--- config.mk ---
export PLATFORM = sky130hd
export DESIGN_NAME = elastic_skp_controller
export DESIGN_NICKNAME = d
export VERILOG_FILES = /design/src/rtl/elastic_skp_controller.sv
export SDC_FILE = /design/constraint.sdc
export NUM_CORES = 1
export LEC_CHECK = 0
export BUFFER_PORTS_ARGS = -buffer_cell sky130_fd_sc_hd__buf_2
export CORE_MARGIN = 2
export CORE_UTILIZATION = 42
export CTS_CLUSTER_SIZE = 24
export DETAILED_ROUTE_END_ITERATION = 16
export GPL_TIMING_DRIVEN = 0
export PLACE_DENSITY = 0.89
export SYNTH_ARGS = -nofsm -noshare
export SYNTH_HDL_FRONTEND = slang
export SYNTH_SLANG_ARGS = --single-unit
--- constraint.sdc ---
create_clock -name read_clk -period 2.3 [get_ports read_clk]
set_input_delay 0.69 -clock read_clk [delete_from_list [all_inputs] [get_ports read_clk]]
set_output_delay 0.69 -clock read_clk [all_outputs]
set_load 0.03 [all_outputs]
--- src/rtl/elastic_skp_controller.sv ---
// Read-side SKP clock-compensation controller for the RX elastic buffer.
// Optional statistics counters are built when ELASTIC_SKP_STATS_EN is defined.
module elastic_skp_controller #(
   parameter int DATA_WIDTH   = 10,
   parameter int BUFFER_DEPTH = 16,
   parameter int HYST         = 2,
   parameter int EMPTY_TARGET = 4,
   parameter int ADDR_W       = $clog2(BUFFER_DEPTH)
) (
   input  logic                  read_clk,
   input  logic                  rst_n,
   input  logic                  buffer_mode,
   input  logic [ADDR_W:0]       fill_level,
   input  logic                  sym_valid,
   input  logic [DATA_WIDTH-1:0] sym_in,
   output logic [1:0]            rd_inc,
   output logic                  skp_added,
   output logic                  skp_removed,
   output logic [7:0]            skp_add_cnt,
   output logic [7:0]            skp_rem_cnt
);

   localparam int FW = ADDR_W + 1;

   localparam int T_HALF  = BUFFER_DEPTH / 2;
   localparam int T_EMPTY = EMPTY_TARGET;
   localparam int LO_HALF_I  = (T_HALF  > HYST) ? T_HALF  - HYST : 1;
   localparam int LO_EMPTY_I = (T_EMPTY > HYST) ? T_EMPTY - HYST : 1;

   localparam logic [FW-1:0] LO_HALF  = FW'(LO_HALF_I);
   localparam logic [FW-1:0] HI_HALF  = FW'(T_HALF + HYST);
   localparam logic [FW-1:0] LO_EMPTY = FW'(LO_EMPTY_I);
   localparam logic [FW-1:0] HI_EMPTY = FW'(T_EMPTY + HYST);
   localparam logic [FW-1:0] MIN_REM_FILL = FW'(2);

   localparam logic [DATA_WIDTH-1:0] COM_N = DATA_WIDTH'(10'h0FA);
   localparam logic [DATA_WIDTH-1:0] COM_P = DATA_WIDTH'(10'h305);
   localparam logic [DATA_WIDTH-1:0] SKP_N = DATA_WIDTH'(10'h0F4);
   localparam logic [DATA_WIDTH-1:0] SKP_P = DATA_WIDTH'(10'h30B);

   localparam logic [1:0] ST_IDLE     = 2'd0;
   localparam logic [1:0] ST_SEEN_COM = 2'd1;
   localparam logic [1:0] ST_ADJ_DONE = 2'd2;

   localparam logic [1:0] ADJ_NONE = 2'd0;
   localparam logic [1:0] ADJ_ADD  = 2'd1;
   localparam logic [1:0] ADJ_REM  = 2'd2;

   logic [1:0] state_q, state_d;
   logic [1:0] adj_q, adj_d;
   logic       added_q, added_d;
   logic       removed_q, removed_d;
   logic [1:0] rd_inc_c;

   logic          is_com, is_skp;
   logic [FW-1:0] lo_thr, hi_thr;
   logic [1:0]    adj_now;

   assign is_com = (sym_in == COM_N) || (sym_in == COM_P);
   assign is_skp = (sym_in == SKP_N) || (sym_in == SKP_P);
   assign lo_thr = buffer_mode ? LO_EMPTY : LO_HALF;
   assign hi_thr = buffer_mode ? HI_EMPTY : HI_HALF;

   always_comb begin
      adj_now = ADJ_NONE;
      if (fill_level < lo_thr) begin
         adj_now = ADJ_ADD;
      end else if (fill_level > hi_thr) begin
         adj_now = ADJ_REM;
      end
   end

   // Everything freezes while the head is invalid; the pointer is held too.
   always_comb begin
      state_d   = state_q;
      adj_d     = adj_q;
      added_d   = 1'b0;
      removed_d = 1'b0;
      rd_inc_c  = 2'd0;
      if (sym_valid) begin
         rd_inc_c = 2'd1;
         case (state_q)
            ST_IDLE: begin
               if (is_com) begin
                  state_d = ST_SEEN_COM;
                  adj_d   = adj_now;
               end
            end
            ST_SEEN_COM: begin
               if (is_skp) begin
                  state_d = ST_ADJ_DONE;
                  if (adj_q == ADJ_ADD) begin
                     rd_inc_c = 2'd0;
                     added_d  = 1'b1;
                  end else if ((adj_q == ADJ_REM) && (fill_level >= MIN_REM_FILL)) begin
                     rd_inc_c  = 2'd2;
                     removed_d = 1'b1;
                  end
               end else if (is_com) begin
                  adj_d = adj_now;
               end else begin
                  state_d = ST_IDLE;
               end
            end
            ST_ADJ_DONE: begin
               if (is_com) begin
                  state_d = ST_SEEN_COM;
                  adj_d   = adj_now;
               end else if (!is_skp) begin
                  state_d = ST_IDLE;
               end
            end
            default: begin
               state_d = ST_IDLE;
               adj_d   = ADJ_NONE;
            end
         endcase
      end
   end

   assign rd_inc      = rst_n ? rd_inc_c : 2'd0;
   assign skp_added   = added_q;
   assign skp_removed = removed_q;

   always_ff @(posedge read_clk or negedge rst_n) begin
      if (!rst_n) begin
         state_q   <= ST_IDLE;
         adj_q     <= ADJ_NONE;
         added_q   <= 1'b0;
         removed_q <= 1'b0;
      end else begin
         state_q   <= state_d;
         adj_q     <= adj_d;
         added_q   <= added_d;
         removed_q <= removed_d;
      end
   end

`ifdef ELASTIC_SKP_STATS_EN
   logic [7:0] add_cnt_q, add_cnt_d;
   logic [7:0] rem_cnt_q, rem_cnt_d;

   always_comb begin
      add_cnt_d = add_cnt_q;
      rem_cnt_d = rem_cnt_q;
      if (added_d && (add_cnt_q != 8'hFF)) begin
         add_cnt_d = add_cnt_q + 8'd1;
      end
      if (removed_d && (rem_cnt_q != 8'hFF)) begin
         rem_cnt_d = rem_cnt_q + 8'd1;
      end
   end

   always_ff @(posedge read_clk or negedge rst_n) begin
      if (!rst_n) begin
         add_cnt_q <= '0;
         rem_cnt_q <= '0;
      end else begin
         add_cnt_q <= add_cnt_d;
         rem_cnt_q <= rem_cnt_d;
      end
   end

   assign skp_add_cnt = add_cnt_q;
   assign skp_rem_cnt = rem_cnt_q;
`else
   assign skp_add_cnt = 8'h00;
   assign skp_rem_cnt = 8'h00;
`endif

endmodule

After elaboration in Yosys (flattened, before gate mapping). Index checks and enable logic that the tools add are counted.

Equal/unequal tests: 12. Reductions and logical operators: 7. Muxes and demuxes: 28. $lt $le $gt $ge: 3.

Operator list (count): 2-to-1 mux 2 bit (15); == test 10 bit (second input constant) (2); == test 10 x 8 -> 1 bit (second input constant) (2); 2-to-1 mux 1 bit (9); != test 3 bit (second input constant) (2); case mux 2 bit (3 select lines) (1); greater-or-equal comparator 5 x 2 -> 1 bit (second input constant) (1); greater-than comparator 5 x 4 -> 1 bit (1); < comparator 5 x 3 -> 1 bit (1); == test 2 x 1 -> 1 bit (second input constant) (2); == test 2 bit (second input constant) (2); 2-to-1 mux 4 bit (1); != test 2 bit (second input constant) (2); case mux 2 bit (2 select lines) (1); AND reduction 4 bit (1); 2-to-1 mux 3 bit (1); zero test 2 bit (1); logical OR 1 bit (2); AND reduction 2 bit (1); OR reduction 2 bit (1); logical AND 1 bit (1).

Register bits after elaboration: 6. Output and inout bits: 20. Logic and storage cells: 54.

Depth between registers and ports, before layout. Gate-level depths: netlist of the first run.

Depth in word-level cells: 8. Mapped depth: 6. Mapped depth without buffers: 6.

Worst setup path after synthesis of the first run. No wires, ideal clock.

Kind: input to output. Start point: in sym_in[9]. End point: out rd_inc[1]. Buffers on the path: 0. Path slack: -0.634 ns. Arrival: 2.244 ns. Cell stages on the path: 4. Path through: nor4b_4 nand3_2 and2_4 nor4_1.

Cells in the longest elaborated chain, start to end: 6.

Ends and longest elaborated chain: from (decl) (line 15) `input logic [DATA_WIDTH-1:0] sym_in,`; == test 10 x 8 -> 1 bit / == test 10 bit (equally long branches) (line 60) `assign is_skp = (sym_in == SKP_N) || (sym_in == SKP_P);`; logical OR 1 bit (*) (line 60); 2-to-1 mux 2 bit (*) (line 90) `if (is_skp) begin`; 2-to-1 mux 2 bit (*) (line 82) `case (state_q)`; 2-to-1 mux 2 bit (*) (line 80) `if (sym_valid) begin`; 2-to-1 mux 2 bit (*) (line 121) `assign rd_inc = rst_n ? rd_inc_c : 2'd0;`; to (decl) (line 16) `output logic [1:0] rd_inc,`.

Every way passes the cells marked *; elsewhere a longest branch is shown, timed or not.

Worst setup path in the final report of the first run.
Start point: in fill_level[2]. End point: out rd_inc[1].

Cells in the longest elaborated chain, start to end: 8.

Ends and longest elaborated chain: from (decl) (line 13) `input logic [ADDR_W:0] fill_level,`; greater-or-equal comparator 5 x 2 -> 1 bit (line 95) `end else if ((adj_q == ADJ_REM) && (fill_level >= MIN_REM_FILL)) begin`; logical AND 1 bit (line 95); 2-to-1 mux 2 bit (line 95); 2-to-1 mux 2 bit (line 92) `if (adj_q == ADJ_ADD) begin`; 2-to-1 mux 2 bit (line 90); 2-to-1 mux 2 bit (line 82); 2-to-1 mux 2 bit (line 80); 2-to-1 mux 2 bit (line 121).

No other way between the ends.

==> impl_metrics.yaml, run 1 <==
global_route:
  grt_pass1_vias: 653
  grt_pass1_wl_um: 2620
  grt_util_all_layers_pct: 18.7
  antenna_found_initial: 0
  grt-ovfl-total: 0
  grt_max_degree: 8
synthesis:
  synth_top_area_share_pct: 23.4
  ys.flop_type: "dfrtp_1"
  ys_seq_elements: 6
  synth_largest_area_cell: "dfrtp_1"
  synth_cell_types: 31
  synth_area_um2: 641
  synthTopCellsByArea: "dfrtp_1 (23%), buf_4 (19%), ha_1 (5.9%)"
  async_flop_share_pct: 100
  yosysWarnings: 0
  ys_seq_area_share_pct: 23.4
  synth_edf_count: 0
  synth_area_per_cell_um2: 8.66
  synth_cells: 74
clocking:
  htree_levels: 1
  clock_latency_ns: 0.24
  ctsHoldBuffers: 0
  clk_pin_slew_ns: 0.05
  clockRootBuffer: "clkbuf_4"
  cts_tree: "built"
  clk_path_buf_depth: 2
  cts_buffers: 3
  clkSinkCount: 6
finish:
  layout-drive-gt1-share_pct: 48.3
  final_cell_mix: "buf_4 (20), buf_2 (17), conb_1 (16), nand2_1 (6), dfrtp_1 (6)"
  syn2layout_area_growth_pct: 49.8
  layout_commonest_cell: "buf_4"
  final_cells: 134
  nets: 142
  fin_util_pct: 65.2
  n_antenna_cell: 0
  postLayoutCellArea_um2: 960
  n_fill_cell: 126
floorplanning:
  fp.dieW_um: 43.1
  die_area_um2: 1850
  start_util_pct: 43.5
  io_pins: 39
  core_um2: 1470
  rows: 14
  die_height_um: 43.1
critical_path:
  timing.rr.end: "skp_removed$_DFF_PN0_"
  reg2reg_from: "adj_q[0]$_DFFE_PN0P_"
  cp-end-kind: "output pin"
  crit_type: "input pin to output pin"
  rrSetupSlack_ns: 0.84
  crit_end: "rd_inc[1]"
  cp_common_cell: "buf_6"
  cp_top_family: "simple AND/OR/NAND/NOR gates"
  cp-startpoint: "fill_level[2]"
  path_cells: "buf_6, or4_4, nand3b_1, buf_6, nor4_4, buf_4"
  slowest_stage: "or4_4"
  cp.arrival_ns: 1.84
  cp_max_fo: 2
  cp.required_ns: 1.61
  cpPeakStageDelay_ns: 0.52
  crit_cells: 6
  reg2reg_depth: 5
  critPathBufInv: 3
  startpoint_type: "input pin"
timing:
  final_hold_viol_count: 0
  fmax_ghz: 0.396
  post-route-min-period_ns: 2.53
  finalSetupViolations: 2
  finalMaxSlewViolations: 0
  fin_worst_skew_ns: 0.00493
  min_period_over_period_pct: 110
  rsz0062_at_grt: "yes"
  setup_slack_ns: -0.227
flow_run:
  maxCapViolCount: 0
detailed_routing:
  dr.pass1.iters: 3
  vias_per_cell: 4.86
  drt-wirelength-per-cell_um: 11.0
  drc: 0
  finalWirelength_um: 1480
  drt_iter0_drc: 8
  postRouteAntennaNets: 0
  vias: 651
place:
  dp_hpwl_um: 1200
  place_area_um2: 856
  dp.cells: 127
  portBuffers: 22
  place_congestion: 0.734
pwr:
  powerDensity_nw_per_um2: 342
  leakage_nw: 0.519
  ir_drop_mv: 0.252
run_status:
  status: "complete, but fails checks"
  violations: "setup timing"
min_path:
  hold_class: "input pin to asynchronous set/reset pin"
==> worst reg2reg max path, delay by kind of cell, from the launching register on <==
family / cells / cell delay, ns
and+or+nand+nor: 2 / 0.54
DFF: 1 / 0.41
buffers and inverters: 3 / 0.41
==> how the worst min path moves through the flow <==
stage / from / to / cells after the start
after floorplan: rst_n / adj_q[0]$_DFFE_PN0P_ / 0
after global placement: rst_n / state_q[1]$_DFFE_PN0P_ / 1
after detailed placement: adj_q[1]$_DFFE_PN0P_ / adj_q[1]$_DFFE_PN0P_ / 2
after CTS: rst_n / state_q[0]$_DFFE_PN0P_ / 1
after global routing: rst_n / state_q[0]$_DFFE_PN0P_ / 1
final: rst_n / state_q[0]$_DFFE_PN0P_ / 1
==> registers in the layout, indices dropped and copies added (netlist names) <==
register / count
adj_q: 2
skp_added: 1
skp_removed: 1
state_q: 2
==> final cells by class <==
class	count	area [µm²]	area share [%]
Multi-Input combinational cell	64	464	48.4
Inverter	3	11.3	1.17
Clock buffer	3	22.5	2.35
Tap cell	16	20.0	2.09
Sequential cell	6	150	15.6
Timing Repair Buffer	26	171	17.9
Buffer	16	120	12.5
==> per-layer routing <==
layer	up-vias	share of wire (%)	track usage, %
met5	-	0	0
met3	2	7.1	8.09
met2	29	56	36.7
met4	0	1.1	3.64
met1	291	36	17.6
li1	329	-	-
==> where the power goes <==
part	switching [W]	total [W]	internal, W
combinational	0.0000723	0.000122	0.0000500
sequential	0.00000173	0.000109	0.000107
clock	0.0000378	0.0000969	0.0000590
total	0.000112	0.000328	0.000216
==> cell usage after synthesis, types with 3 or more instances <==
cell	instances
nand2_1	6
nor2_1	5
inv_1	3
ha_1	3
dfrtp_1	6
buf_4	16
nor4_1	3
==> through the flow <==
stage	power, W	setup TNS, ns	setup slack, ns	hold WS [ns]
6_report	0.000328	-0.434	-0.227	0.270
5_1_grt	0.000348	-0.499	-0.256	0.260
4_1_cts	0.000328	-0.415	-0.216	0.267
3_5_place_dp	0.000223	-0.559	-0.364	0.516
3_3_place_gp	0.000219	-0.500	-0.315	0.516
2_1_floorplan	0.000193	-0.104	-0.0811	0.394
==> timing repair <==
action,in CTS,in global routing
setup buffers,3,1
resized for setup,10,0
pin swaps,4,0
setup endpoints to repair,2,2
==> cells by family (layout without fill, tap and decap cells) <==
logic type | Yosys count | after routing | share of synthesized area [%]
AND/OR/NAND/NOR | 35 | 35 | 36.9
flip-flops | 6 | 6 | 23.4
buffers and inverters | 19 | 48 | 20.5
AO/OA/AOI/OAI | 10 | 10 | 12.7
other | 1 | 16 | 0.585
adder cells (fa/ha/maj) | 3 | 3 | 5.86
No activity file was read; power rests on OpenSTA's default activity.
==> run 2: changes to the inputs <==
--- a/config.mk
+++ b/config.mk
@@ -6,7 +6,7 @@
 export NUM_CORES = 1
 export LEC_CHECK = 0
 export BUFFER_PORTS_ARGS = -buffer_cell sky130_fd_sc_hd__buf_2
-export CORE_MARGIN = 2
+export CORE_MARGIN = 3
 export CORE_UTILIZATION = 42
 export CTS_CLUSTER_SIZE = 24
 export DETAILED_ROUTE_END_ITERATION = 16
==> constraint.sdc (replaced) <==
create_clock -name read_clk -period 2.3 [get_ports read_clk]
set_input_delay 0.69 -clock read_clk [delete_from_list [all_inputs] [get_ports read_clk]]
set_output_delay 0.69 -clock read_clk [all_outputs]
set_load 0.01 [all_outputs]
==> impl_metrics.yaml, run 2 (same netlist as run 1, synthesis figures left out) <==
critical_path:
  reg2reg_depth: 3
  rrSetupSlack_ns: 1.10
  path_cells: "buf_6, or4_4, nand3b_1, a221oi_2, nor2_1, buf_2"
  cpPeakStageDelay_ns: 0.52
  reg2reg_from: "adj_q[0]$_DFFE_PN0P_"
  timing.rr.end: "skp_removed$_DFF_PN0_"
  cp-startpoint: "fill_level[2]"
  crit_end: "rd_inc[0]"
  cp-end-kind: "output pin"
  slowest_stage: "or4_4"
  cp.required_ns: 1.61
  startpoint_type: "input pin"
  cp_top_family: "simple AND/OR/NAND/NOR gates"
  cp_max_fo: 2
  crit_cells: 6
  crit_type: "input pin to output pin"
  critPathBufInv: 2
  cp.arrival_ns: 1.77
clocking:
  clk_path_buf_depth: 2
  clkSinkCount: 6
  htree_levels: 1
  cts_buffers: 3
  clk_pin_slew_ns: 0.05
  cts_tree: "built"
  clock_latency_ns: 0.25
  clockRootBuffer: "clkbuf_4"
global_route:
  grt-ovfl-total: 0
  antenna_found_initial: 0
  grt_pass1_wl_um: 2320
  grt_max_degree: 8
  grt_pass1_vias: 574
  grt_util_all_layers_pct: 15.4
floorplanning:
  die_area_um2: 2030
  fp.dieW_um: 45.1
  io_pins: 39
  rows: 13
  core_um2: 1370
  die_height_um: 45.1
  start_util_pct: 46.9
timing:
  fin_worst_skew_ns: 0.00515
  post-route-min-period_ns: 2.46
  whs_ns: 0.260
  setup_slack_ns: -0.164
  final_hold_viol_count: 0
  finalMaxSlewViolations: 0
  rsz0062_at_grt: "yes"
  finalSetupViolations: 2
  min_period_over_period_pct: 107
  fmax_ghz: 0.406
  tns_ns: -0.314
pwr:
  powerDensity_nw_per_um2: 322
  leakage_nw: 0.499
  ir_drop_mv: 0.180
min_path:
  hold_class: "input pin to asynchronous set/reset pin"
run_status:
  violations: "setup timing"
  status: "complete, but fails checks"
finish:
  layout_commonest_cell: "buf_4"
  nets: 143
  layout-drive-gt1-share_pct: 47.9
  n_fill_cell: 115
  final_cell_mix: "buf_4 (20), buf_2 (18), conb_1 (16), nand2_1 (6), dfrtp_1 (6)"
  syn2layout_area_growth_pct: 47.5
  n_antenna_cell: 0
  top_regs: "adj_q x2, state_q x2"
  final_cells: 134
place:
  portBuffers: 22
  dp.cells: 126
  dp_hpwl_um: 1170
  place_congestion: 0.857
detailed_routing:
  postRouteAntennaNets: 0
  finalWirelength_um: 1520
  vias_per_cell: 4.85
  drt-wirelength-per-cell_um: 11.3
  vias: 650
  dr.pass1.iters: 4
  drt_iter0_drc: 8
  drc: 0
flow_run:
  maxCapViolCount: 0
[run 2: power breakdown]
group,switching [W],internal (W),total [W]
logic,0.0000470,0.0000490,0.0000960
clock network,0.0000399,0.0000592,0.0000990
registers,0.00000178,0.000107,0.000109
[run 2: how the worst min path moves through the flow]
stage / startpoint / endpoint / slack, ns / cells past startpoint
detailed placement: rst_n / state_q[1]$_DFFE_PN0P_ / 0.52 / 1
global placement: rst_n / state_q[1]$_DFFE_PN0P_ / 0.52 / 1
CTS: rst_n / state_q[1]$_DFFE_PN0P_ / 0.25 / 1
global route: rst_n / state_q[1]$_DFFE_PN0P_ / 0.27 / 1
finish: rst_n / state_q[1]$_DFFE_PN0P_ / 0.26 / 1
floorplan: rst_n / adj_q[0]$_DFFE_PN0P_ / 0.39 / 0
[run 2: stage by stage]
step,instance area [µm²],worst slack [ns],utilization [%],total power (W)
global route,945,-0.222,69.1,0.000321
CTS,918,-0.121,67.2,0.000303
global placement,832,-0.205,60.9,0.000192
detailed placement,832,-0.223,60.9,0.000195
finish,945,-0.164,69.1,0.000304
floorplan,703,0.0127,-,0.000167
[run 2: area by class of cell]
type                       count  area (µm²)  area share (%)
clock buffer                   3        22.5            2.38
sequential                     6         150            15.9
timing repair buffer          27         176            18.7
tap                           15        18.8            1.99
buffer                        16         120            12.7
multi-input combinational     64         445            47.2
inverter                       3        11.3            1.19
[run 2: metal layers]
layer	up-vias	global-route usage (%)	wire, µm
li1	329	-	-
met1	300	17.0	536
met2	19	28.2	870
met3	2	3.98	103
met4	0	4.68	10
met5	-	0	0
[run 2: what timing repair did]
| action | CTS | global route |
|---|---|---|
| hold buffers | 0 | 0 |
| pin swaps | 8 | 2 |
| setup endpoints to repair | 2 | 2 |
| resized for setup | 6 | 3 |
| buffers inserted | 4 | 1 |
==> run 3: changes to the inputs <==
--- a/config.mk
+++ b/config.mk
@@ -6,12 +6,12 @@
 export NUM_CORES = 1
 export LEC_CHECK = 0
 export BUFFER_PORTS_ARGS = -buffer_cell sky130_fd_sc_hd__buf_2
-export CORE_MARGIN = 3
+export CORE_MARGIN = 8
 export CORE_UTILIZATION = 42
 export CTS_CLUSTER_SIZE = 24
 export DETAILED_ROUTE_END_ITERATION = 16
 export GPL_TIMING_DRIVEN = 0
-export PLACE_DENSITY = 0.89
+export PLACE_DENSITY = 0.79
 export SYNTH_ARGS = -nofsm -noshare
 export SYNTH_HDL_FRONTEND = slang
 export SYNTH_SLANG_ARGS = --single-unit
==> impl_metrics.yaml, run 3 (same netlist as run 1, synthesis figures left out) <==
timing:
  finalSetupViolations: 2
  post-route-min-period_ns: 2.50
  finalMaxSlewViolations: 0
  rsz0062_at_grt: "yes"
  min_period_over_period_pct: 109
  setup_slack_ns: -0.200
  final_hold_viol_count: 0
  fmax_ghz: 0.400
  fin_worst_skew_ns: 0.00339
run_status:
  status: "complete, but fails checks"
  violations: "setup timing"
detailed_routing:
  finalWirelength_um: 1620
  drt-wirelength-per-cell_um: 12.1
  vias_per_cell: 4.83
  drc: 0
  dr.pass1.iters: 4
  vias: 647
  postRouteAntennaNets: 0
  drt_iter0_drc: 6
place:
  portBuffers: 22
  dp.cells: 127
  place_congestion: 0.783
  dp_hpwl_um: 1290
  place_area_um2: 833
floorplanning:
  die_area_um2: 3030
  core_um2: 1470
  fp.dieW_um: 55.1
  rows: 14
  start_util_pct: 43.5
  io_pins: 39
  die_height_um: 55.1
pwr:
  leakage_nw: 0.487
  p_seq_share_pct: 36.7
  power.share.clock_pct: 32.2
  p_int_w: 0.000212
  p_comb_share_pct: 31.1
  p_sw_w: 0.0000853
  swShare_pct: 28.7
  powerDensity_nw_per_um2: 324
  ir_drop_mv: 0.193
finish:
  nets: 142
  final_cell_mix: "buf_4 (20), buf_2 (20), conb_1 (16), nand2_1 (6), dfrtp_1 (6)"
  layout-drive-gt1-share_pct: 46.6
  n_antenna_cell: 0
  syn2layout_area_growth_pct: 43.0
  n_fill_cell: 136
  top_regs: "adj_q x2, state_q x2"
  final_cells: 134
  postLayoutCellArea_um2: 916
  fin_util_pct: 62.2
global_route:
  busiest_layer: "met2"
  grt_pass1_wl_um: 2530
  grt-ovfl-total: 0
  grt_pass1_vias: 599
  gr-usage-met3_pct: 4.55
  grt_max_degree: 8
  use_met2_pct: 20.1
  grtUsageMet1_pct: 11.5
  antenna_found_initial: 0
  grt_util_all_layers_pct: 11.4
critical_path:
  cpPeakStageDelay_ns: 0.31
  cp-end-kind: "output pin"
  cp_max_fo: 3
  slowest_stage: "nor4b_4"
  crit_type: "input pin to output pin"
  critPathBufInv: 2
  startpoint_type: "input pin"
  path_cells: "buf_6, nor4b_4, nand3_2, and2_4, nor4_4, buf_2"
  cp.arrival_ns: 1.81
  cp.required_ns: 1.61
  cp_top_family: "simple AND/OR/NAND/NOR gates"
clocking:
  ctsHoldBuffers: 0
  cts_tree: "built"
  clock_latency_ns: 0.24
  clk_pin_slew_ns: 0.05
  clkSinkCount: 6
  htree_levels: 1
  cts_buffers: 3
  clk_path_buf_depth: 2
  clockRootBuffer: "clkbuf_4"
min_path:
  hold_class: "input pin to asynchronous set/reset pin"
flow_run:
  maxCapViolCount: 0
run 3: power by group through the flow:
stage / Clock (W) / Sequential [W] / Combinational, W
2_1_floorplan: 0 / 0.000110 / 0.0000565
3_3_place_gp: 0 / 0.000110 / 0.0000824
3_5_place_dp: 0 / 0.000110 / 0.0000847
4_1_cts: 0.000100 / 0.000109 / 0.0000890
5_1_grt: 0.000108 / 0.000109 / 0.000104
6_report: 0.0000958 / 0.000109 / 0.0000922
run 3: per-stage QoR:
step                setup slack (ns)  hold slack [ns]  power, W  setup TNS (ns)
floorplan                     0.0127            0.394  0.000167               0
detailed placement            -0.228            0.524  0.000195          -0.448
CTS                           -0.158            0.266  0.000298          -0.313
global route                  -0.270            0.263  0.000320          -0.526
global placement              -0.227            0.515  0.000193          -0.410
finish                        -0.200            0.271  0.000297          -0.380
run 3: timing repair:
action,in CTS,in global routing
setup buffers,3,1
resized for setup,4,1
pin swaps,4,2
endpoints found under the setup margin,2,2
run 3: worst reg2reg max path, delay by kind of cell (launching register included):
kind	cells	cell delay, ns
AND/OR/NAND/NOR	2	0.48
flip-flops	1	0.40
buffers and inverters	1	0.16
run 3: path summary, 6_finish.rpt:
| check | from | end | slack, ns | depth (start not counted) |
|---|---|---|---|---|
| max | sym_in[8] | rd_inc[1] | -0.20 | 6 |
| max in group asynchronous | rst_n | skp_added$_DFF_PN0_ | 1.87 | 1 |
| min reg2reg | adj_q[1]$_DFFE_PN0P_ | adj_q[1]$_DFFE_PN0P_ | 0.55 | 2 |
| min | rst_n | state_q[0]$_DFFE_PN0P_ | 0.27 | 1 |
| max reg2reg | adj_q[0]$_DFFE_PN0P_ | skp_removed$_DFF_PN0_ | 1.16 | 3 |
| min in group read_clk | adj_q[1]$_DFFE_PN0P_ | adj_q[1]$_DFFE_PN0P_ | 0.55 | 2 |
run 3: metal layers:
metal / wire, µm / share of wire (%)
met4: 12 / 0.74
met5: 0 / 0
met1: 564 / 35
met3: 150 / 9.3
met2: 894 / 55
run 3: area by class of cell:
cell class                 instances  area, µm²  area share [%]
buffer                            16        120            13.1
clock buffer                       3       22.5            2.46
inverter                           3       11.3            1.23
sequential                         6        150            16.4
timing repair buffer              26        153            16.7
multi-input combinational         64        439            48.0
tap                               16       20.0            2.19
